===== config.mk =====
export PLATFORM = sky130hd
export DESIGN_NAME = imm_extend_pipe
export DESIGN_NICKNAME = d
export VERILOG_FILES = /design/src/rtl/imm_extend_pipe.sv
export SDC_FILE = /design/constraint.sdc
export NUM_CORES = 1
export LEC_CHECK = 0
export ABC_AREA = 1
export CAP_MARGIN = 40
export CORE_ASPECT_RATIO = 1.5
export CORE_MARGIN = 8
export CORE_UTILIZATION = 58
export CTS_BUF_LIST = sky130_fd_sc_hd__clkbuf_8
export DETAILED_ROUTE_END_ITERATION = 10
export GPL_ROUTABILITY_DRIVEN = 0
export PLACE_DENSITY = 0.95
export SLEW_MARGIN = 20
export SYNTH_ARGS = -nofsm -noshare
export SYNTH_HDL_FRONTEND = slang
export SYNTH_SLANG_ARGS = --single-unit
export TNS_END_PERCENT = 10

===== constraint.sdc =====
create_clock -name clk -period 3.4 [get_ports clk]
set_input_delay 0.51 -clock clk [delete_from_list [all_inputs] [get_ports clk]]
set_output_delay 0.51 -clock clk [all_outputs]
set_load 0.1 [all_outputs]

===== src/rtl/imm_extend_pipe.sv =====
// ---------------------------------------------------------------------------
// imm_extend_pipe
//
// Pipelined immediate-extension unit between decode and the ALU operand mux.
// Extends an IN_W-bit raw immediate to OUT_W bits in one of four modes and
// presents it one cycle later on a valid/ready interface. A 2-entry skid
// buffer lets in_ready be a pure flop with no combinational path from
// out_ready.
//
// Parameters:
//   IN_W   width of the raw immediate field (default 16)
//   OUT_W  width of the extended result (default 32), must be >= IN_W
//
// Ports:
//   clk        rising-edge clock
//   rst_n      asynchronous active-low reset
//   in_valid   immediate/mode presented
//   in_ready   unit can accept (registered)
//   in_imm     raw immediate [IN_W-1:0]
//   in_mode    00 sign, 01 zero, 10 branch (sign then <<2), 11 upper
//   out_valid  result valid
//   out_ready  consumer accepts
//   out_data   extended result [OUT_W-1:0]
//   out_mode   mode captured with the result
//   xfer_cnt   saturating count of output transfers; present only when
//              IMMX_XFER_CNT_EN is defined
// ---------------------------------------------------------------------------
module imm_extend_pipe #(
    parameter int IN_W  = 16,
    parameter int OUT_W = 32
) (
    input  logic             clk,
    input  logic             rst_n,
    input  logic             in_valid,
    output logic             in_ready,
    input  logic [IN_W-1:0]  in_imm,
    input  logic [1:0]       in_mode,
    output logic             out_valid,
    input  logic             out_ready,
    output logic [OUT_W-1:0] out_data,
    output logic [1:0]       out_mode
`ifdef IMMX_XFER_CNT_EN
    ,
    output logic [15:0]      xfer_cnt
`endif
);

    generate
        if (OUT_W < IN_W) begin : g_bad_widths
            $error("imm_extend_pipe: OUT_W must be >= IN_W");
        end
    endgenerate

    localparam logic [1:0] EMPTY = 2'd0;  // nothing held
    localparam logic [1:0] ONE   = 2'd1;  // output register holds a value
    localparam logic [1:0] FULL  = 2'd2;  // output and skid both hold values

    localparam logic [1:0] MODE_SIGN   = 2'b00;
    localparam logic [1:0] MODE_ZERO   = 2'b01;
    localparam logic [1:0] MODE_BRANCH = 2'b10;

    logic [1:0]       state_q, state_d;
    logic [OUT_W-1:0] skid_data;
    logic [1:0]       skid_mode;
    logic [OUT_W-1:0] ext;
    logic             in_fire, out_fire;
    logic             load_out_new, load_out_skid, load_skid;

    assign in_fire   = in_valid & in_ready;
    assign out_fire  = out_valid & out_ready;
    assign out_valid = (state_q != EMPTY);

    // ---------------------------------------------------------------------
    // Extension. A signed view of the immediate lets a width cast do the
    // sign replication, which also stays legal when OUT_W == IN_W.
    // ---------------------------------------------------------------------
    logic signed [IN_W-1:0] imm_s;
    assign imm_s = in_imm;

    // NOTE: every signal written here gets a default first, so no path
    // leaves it unassigned and no latch is inferred.
    always_comb begin
        ext = OUT_W'(in_imm);
        case (in_mode)
            MODE_SIGN:   ext = OUT_W'(imm_s);
            MODE_ZERO:   ext = OUT_W'(in_imm);
            MODE_BRANCH: ext = OUT_W'(imm_s) << 2;  // top two bits fall off
            default:     ext = OUT_W'(in_imm) << (OUT_W - IN_W);
        endcase
    end

    // ---------------------------------------------------------------------
    // Control: decides the next state and which register loads what.
    // ---------------------------------------------------------------------
    always_comb begin
        state_d       = state_q;
        load_out_new  = 1'b0;
        load_out_skid = 1'b0;
        load_skid     = 1'b0;
        case (state_q)
            EMPTY: begin
                if (in_fire) begin
                    state_d      = ONE;
                    load_out_new = 1'b1;
                end
            end
            ONE: begin
                if (in_fire && !out_fire) begin
                    state_d   = FULL;
                    load_skid = 1'b1;
                end else if (in_fire && out_fire) begin
                    load_out_new = 1'b1;
                end else if (out_fire) begin
                    state_d = EMPTY;
                end
            end
            FULL: begin
                // in_ready is low here, so only the drain side can move.
                if (out_fire) begin
                    state_d       = ONE;
                    load_out_skid = 1'b1;
                end
            end
            default: state_d = EMPTY;
        endcase
    end

    // NOTE: sequential state uses non-blocking assignments so every flop
    // samples pre-edge values regardless of statement order.
    always_ff @(posedge clk or negedge rst_n) begin
        if (!rst_n) begin
            state_q  <= EMPTY;
            in_ready <= 1'b1;
        end else begin
            state_q  <= state_d;
            // Registered ready: low only while the skid entry is occupied.
            in_ready <= (state_d != FULL);
        end
    end

    // NOTE: the data registers are reset too, because out_data must read
    // zero during reset and no stale skid entry may survive it.
    always_ff @(posedge clk or negedge rst_n) begin
        if (!rst_n) begin
            out_data  <= '0;
            out_mode  <= '0;
            skid_data <= '0;
            skid_mode <= '0;
        end else begin
            if (load_out_new) begin
                out_data <= ext;
                out_mode <= in_mode;
            end else if (load_out_skid) begin
                out_data <= skid_data;
                out_mode <= skid_mode;
            end
            if (load_skid) begin
                skid_data <= ext;
                skid_mode <= in_mode;
            end
        end
    end

`ifdef IMMX_XFER_CNT_EN
    // Saturating count of values handed to the consumer.
    always_ff @(posedge clk or negedge rst_n) begin
        if (!rst_n) begin
            xfer_cnt <= '0;
        end else if (out_fire && (xfer_cnt != 16'hFFFF)) begin
            xfer_cnt <= xfer_cnt + 16'd1;
        end
    end
`else
    // Transfer counter not built in this configuration.
`endif

endmodule

Word-level counts from Yosys, hierarchy flattened

Index checks and enable logic that the tools add are counted.

Register bits: 71
Input port bits: 22
Output and inout bits: 36
Word-level logic and storage cells: 39

Equal/unequal tests: 5
Mux-type cells: 19
Bitwise operators: 2
Reduce and logical (&&, ||, !) cells: 7

Operators with widths:

| operator                                             | number |
|---|---|
| one-hot mux 32 bit (3 select lines)                  | 1 |
| 2-to-1 mux 32 bit                                    | 2 |
| 2-to-1 mux 2 bit                                     | 7 |
| 2-to-1 mux 1 bit                                     | 7 |
| one-hot mux 2 bit (3 select lines)                   | 1 |
| equality test 2 x 1 -> 1 bit (second input constant) | 2 |
| equality test 2 bit (second input constant)          | 2 |
| logical NOT 2 bit                                    | 2 |
| nonzero test 2 bit                                   | 2 |
| bitwise AND 1 bit                                    | 2 |
| logical AND 1 bit                                    | 2 |
| inequality test 2 bit (second input constant)        | 1 |
| one-hot mux 1 bit (2 select lines)                   | 1 |
| logical NOT 1 bit                                    | 1 |

Logic depth before layout (Yosys ltp)

Gate-level depths: netlist (run 1).

Depth in word-level cells: 7
Mapped depth: 8
Mapped depth without buffers: 7

Least setup slack after synthesis (run 1)

No wires, ideal clock.

Kind: register to register
From: reg in_ready
To: reg skid_data[10]
Library setup time: 0.117 ns
Arrival: 1.607 ns
Required time: 3.283 ns
Setup slack: 1.677 ns
Cell stages (with the launch flop): 7
Path buffers: 1
Period minus slack after synthesis: 1.723 ns
Cell sequence: dfstp_2 -> nand3_2 -> nor2_4 -> inv_2 -> buf_2 -> nand2_1 -> nand2_1

Word-level cells in the longest chain between the ends: 4

Ends and longest elaborated chain:

| element                | line | text |
|---|---|---|
| start, declared        | 35   | `output logic in_ready,` |
| start signal, assigned | 137  | `in_ready <= (state_d != FULL);` |
| bitwise AND 1 bit      | 69   | `assign in_fire = in_valid & in_ready;` |
| logical AND 1 bit      | 108  | `if (in_fire && !out_fire) begin` |
| 2-to-1 mux 1 bit       | 108  |  |
| 2-to-1 mux 1 bit       | 100  | `case (state_q)` |
| end signal, assigned   | 158  | `skid_data <= ext;` |
| end, declared          | 63   | `logic [OUT_W-1:0] skid_data;` |

No other way between the ends.
A chain may end at the register's enable or synchronous reset.

Worst setup path after layout (run 1)

From: in in_mode[1]
To: reg out_data[17]

Word-level cells in the longest chain between the ends: 3
Elaborated cells on any way between the ends: 5
Those cells by class: 2 x eq/ne; 2 x mux; 1 x reduce/logical

Ends and longest elaborated chain:

| element                                     | line | text |
|---|---|---|
| start, declared                             | 37   | `input logic [1:0] in_mode,` |
| equality test 2 bit (tied with other cells) | 84   | `case (in_mode)` |
| one-hot mux 32 bit (3 select lines) *       | 84   |  |
| 2-to-1 mux 32 bit *                         | 150  | `if (load_out_new) begin` |
| end signal, assigned                        | 151  | `out_data <= ext;` |
| end signal, assigned                        | 154  | `out_data <= skid_data;` |
| end, declared                               | 40   | `output logic [OUT_W-1:0] out_data,` |

Every way passes the cells marked *; elsewhere a longest branch is shown, timed or not.

==> flow_summary.ini, run 1 <==
[sta]
max_slew_margin = 0.547
max_clock_freq_mhz = 451
slew_viol_final = 0
setup_viol = 0
whs_ns = 0.151
period_needed_ns = 2.22
hold_viol = 0
rsz0062_at_grt = false
setup_tns_ns = 0
clock_skew_ns = 0.0102
tightest_slew_ns = 0.677
min_period_over_period = 0.652

[floorplan]
ios = 58
die_width_um = 77.0
die_y_um = 107
core_mm2 = 0.00541
dieArea_mm2 = 0.00827
rows = 33
initial_utilization = 0.598

[global_route]
grt_pass1_vias = 3473
grt_pass1_wl_um = 16700
grt_util_all_layers = 0.261
grt_overflow = 0
antenna_found_initial = 0
grt_max_degree = 48

[synth]
avgSynthCellArea_um2 = 7.90
synthCells = 409
postSynthRegisterBits = 71
syn-num-nets = 431
ys_seq_area_frac = 0.550
synth_top_area_cell = dfrtp_1
syn_area_mm2 = 0.00323
yosys.area.top_type_share = 0.542
synth_warnings = 0
synth_area_leaders = dfrtp_1 54%, nand2_1 23%, nand3_1 7.3%
synthDistinctLibCells = 15

[critical_path]
path_max_fanout = 22
r2r_slack_ns = 1.54
required_ns = 3.70
path_common_cell = nand2_1
path_cells = clkdlybuf4s50_1 > nand2_1 > o21ai_0 > nand2_1 > nand3_1
r2r_start = state_q[0]
worstRegToRegCells = 7
critPathKind = in2reg
r2r-end = out_data[22]
cp.arrival_ns = 2.52
crit_path_end_kind = register
cp_slowest_stage_delay_ns = 0.91
cp_slowest_cell = clkdlybuf4s50_1
startpoint_type = primary input

[pwr]
total_power_mw = 5.16
p_leak_nw = 2.29
powerDensity_mw_per_mm2 = 1130
peakVddDrop_v = 0.000681

[route]
viasPerCell = 5.94
drtAntennaViolNets = 0
drt_iter0_markers = 567
dr.pass1.iters = 10
drc = 0
wire_per_inst_um = 18.3
wirelength_um = 10400
vias = 3383

[placed_design]
hpwl_um = 6970
dp_cells = 554
portBuffers = 57

[min_path]
hold_class = in2async

[clocking]
htreeDepth = 3
cts_buffer_depth = 2
cts_resized = 0
post_cts_buffers = 0
postCtsHoldBufs = 0
clk_pin_slew_ns = 0.08
cts_tree = built
clock_latency_ns = 0.36
clock_sinks = 71
numCtsBuffers = 9
clockRootBuffer = clkbuf_8

[outcome]
run_status = completed

[finish]
area_growth_pct = 41.3
layoutNonFillerInstCount = 570
drive_above_1_share = 0.144
antenna_cells = 0
nets = 517

[flow_run]
drv_cap = 0
## cells in the final DEF, fill, tap and decap left out, drive strengths merged, types with 2 or more instances in the layout
master and instances:
buf 42, bufinv 2, clkbuf 11, clkdlybuf4s50 54, clkinv 2, dfrtp 70
inv 27, nand2 196, nand3 49, nor2 9, o21ai 24, o22ai 13
## cells in the mapped netlist (all sizes together)
cell and n:
buf 19, clkbuf 2, dfrtp 70, dfstp 1
inv 26, nand2 196, nand3 49, nor2 9
o21ai 24, o22ai 13
## worst max path at each step
stage	from	end	slack (ns)	depth (start not counted)
final	in_mode[1]	out_data[17]	1.18	5
after global routing	in_mode[1]	skid_data[17]	1.00	5
after CTS	in_mode[1]	out_data[17]	1.27	5
after detailed placement	in_mode[1]	out_data[17]	0.88	5
after global placement	in_mode[1]	out_data[17]	1.01	5
after floorplan	in_ready	skid_data[10]	1.68	6
## state kept, by name, indices dropped and copies added (netlist names)
register   flops
skid_data     32
out_mode       2
state_q        2
in_ready       1
skid_mode      2
out_data      32
## worst max-delay path, delay by kind of cell
| kind | cells | cell delay [ns] |
|---|---|---|
| compound gates | 1 | 0.47 |
| simple gates | 3 | 0.63 |
| buf+inv | 1 | 0.91 |
## power by group
part	total, mW	leakage [nW]	switching, mW	internal [mW]
clock	0.781	0.120	0.329	0.453
sequential	1.46	0.904	0.240	1.22
combinational	2.92	1.26	1.95	0.973
## layout make-up
type,count,area (µm²)
well taps,70,87.6
multi-input cells,291,1250
fillers,279,840
flip-flops and latches,71,1780
repair buffers,96,1120
inverters,26,97.6
clock inverters,5,78.8
clock buffers,11,151
## cells by family after synthesis
| logic type | count (synthesis) | synth area share |
|---|---|---|
| flops | 71 | 0.550 |
| compound gates | 37 | 0.0635 |
| simple gates | 254 | 0.325 |
| buf+inv | 47 | 0.0619 |
## stage by stage
stage                     setup slack [ns]  utilization  area (µm²)
after global placement                1.01        0.706        3820
after floorplan                       1.68            -        3230
after CTS                             1.27        0.845        4570
after global routing                  1.00        0.845        4570
after detailed placement             0.882        0.802        4340
final                                 1.18        0.845        4570
## per-layer routing
metal	GRT usage	vias up	share of wire
met5	0	-	0
li1	-	1463	-
met3	0.0686	67	0.10
met4	0.189	0	0.050
met1	0.277	1568	0.34
met2	0.441	285	0.51
Note: power is estimated with default switching activity, not from simulation.
==> inputs of run 2 (changes only) <==
Settings changed: CORE_UTILIZATION 58 to 49, PLACE_DENSITY 0.95 to 0.89.
Clock period 3.4 ns to 2 ns, I/O delays scaled along.
==> run 2 against run 1 <==
  * Sequential power grew 66%
  * Clock-buffer cell count is the same
  * First-iteration DRC count shrank 37%
  * Critical path type unchanged
  * Global-route usage shrank 6.6 points
  * Clock power grew 29%
  * Register-to-register slack lost 1.1 ns
==> flow_summary.ini, run 2 (synthesis results as in run 1) <==
[route]
drc = 0
route.met2.wl_um = 4360
dr_wl_met3_um = 636
viasPerCell = 5.39
drt_iter0_markers = 358
routedLengthMet1_um = 3200
wire_per_inst_um = 15.6
vias = 2951
wirelength_um = 8530
top_layer = met4
dr.pass1.iters = 6
drtAntennaViolNets = 0

[critical_path]
r2r-end = state_q[1]
cp.arrival_ns = 1.77
cp-startpoint = out_ready
r2r_start = state_q[0]
path_max_fanout = 36
crit_path_end_kind = register
required_ns = 2.18
worstRegToRegCells = 6
r2r_slack_ns = 0.46
startpoint_type = primary input
critPathKind = in2reg
setup.worst_path.end = state_q[1]

[outcome]
run_status = completed

[sta]
max_slew_margin = 0.589
period_needed_ns = 1.59
max_clock_freq_mhz = 629
slew_viol_final = 0
whs_ns = 0.474
clock_skew_ns = 0.00960
setup_viol = 0
hold_viol = 0
tightest_slew_ns = 0.615
setup_tns_ns = 0
min_period_over_period = 0.796
rsz0062_at_grt = false

[finish]
multiInputGateArea_mm2 = 0.00125
nets = 490
fillCellCount = 542
seq_area_mm2 = 0.00178
stdcell_area_mm2 = 0.00400
antenna_cells = 0
reg_top3 = out_data x32, skid_data x32
final_core_util = 0.620
mostFrequentLayoutCells = 195 x nand2_1, 70 x dfrtp_1, 47 x nand3_1, 44 x buf_4, 23 x o21ai_0
final_common_cell = nand2_1
area_growth_pct = 23.6
drive_above_1_share = 0.157

[placed_design]
portBuffers = 57
dpl_cell_area_mm2 = 0.00382
hpwl_um = 5950

[pwr]
switching_share = 0.537
p_int_mw = 3.38
share_comb_of_total_power = 0.529
powerDensity_mw_per_mm2 = 1830
pwr-share-seq = 0.333
p_leak_nw = 2.10
power.switching_mw = 3.92
power.clock.fraction = 0.138
peakVddDrop_v = 0.000826

[clocking]
cts_buffer_depth = 2
htreeDepth = 3
cts_tree = built
postCtsHoldBufs = 1
clk_pin_slew_ns = 0.06
post_cts_buffers = 0
clockRootBuffer = clkbuf_8
clock_sinks = 71
numCtsBuffers = 9
cts_resized = 0
clock_latency_ns = 0.36

[global_route]
antenna_found_initial = 0
grt_util_all_layers = 0.196
grt_overflow = 0
grt_pass1_wl_um = 14300
grt_pass1_vias = 3026
grt_max_degree = 72

[floorplan]
die_width_um = 82.3
die_y_um = 115
initial_utilization = 0.502
ios = 58
dieArea_mm2 = 0.00951
rows = 36
core_mm2 = 0.00644

[min_path]
hold_class = reg2reg

[flow_run]
drv_cap = 0
run 2: worst max-delay path: stages:
cell and delay (ns):
clkdlybuf4s50_1 0.56, nor2_4 0.08, inv_2 0.09, nor2_4 0.04
inv_2 0.45, o21ai_0 0.24
run 2: final cells by class:
class / instances / area share
clock inverter: 3 / 0.00313
multi-input combinational: 291 / 0.314
sequential: 71 / 0.445
tap: 76 / 0.0238
timing repair buffer: 69 / 0.152
clock buffer: 11 / 0.0379
inverter: 26 / 0.0244
run 2: power groups by stage:
stage | Clock [mW] | Combinational (mW) | Sequential (mW)
2_1_floorplan | 0 | 0.878 | 4.49
4_1_cts | 1.02 | 3.89 | 2.43
6_report | 1.01 | 3.86 | 2.43
3_3_place_gp | 0 | 3.82 | 2.42
3_5_place_dp | 0 | 3.88 | 2.45
5_1_grt | 1.09 | 4.05 | 2.50
run 2: worst min-delay path by stage:
stage | start | to | slack (ns) | depth (start not counted)
floorplan | rst_n | out_data[0] | 0.004 | 0
global route | skid_data[30] | skid_data[30] | 0.49 | 2
global placement | rst_n | skid_data[1] | 0.35 | 2
detailed placement | rst_n | out_data[7] | 0.35 | 2
finish | skid_data[21] | skid_data[21] | 0.47 | 2
CTS | skid_data[30] | skid_data[30] | 0.48 | 2
run 2: stage by stage:
step | cells | power [mW] | worst slack, ns
3_5_place_dp | 532 | 6.33 | 0.0530
5_1_grt | 547 | 7.64 | 0.310
3_3_place_gp | 532 | 6.24 | 0.106
4_1_cts | 547 | 7.33 | 0.425
6_report | 547 | 7.30 | 0.409
2_1_floorplan | 409 | 5.37 | 0.277
run 2: per-layer routing:
layer,vias to the layer above,track usage
met4,0,0.125
li1,1403,-
met5,-,0
met1,1387,0.224
met3,25,0.0411
met2,136,0.319
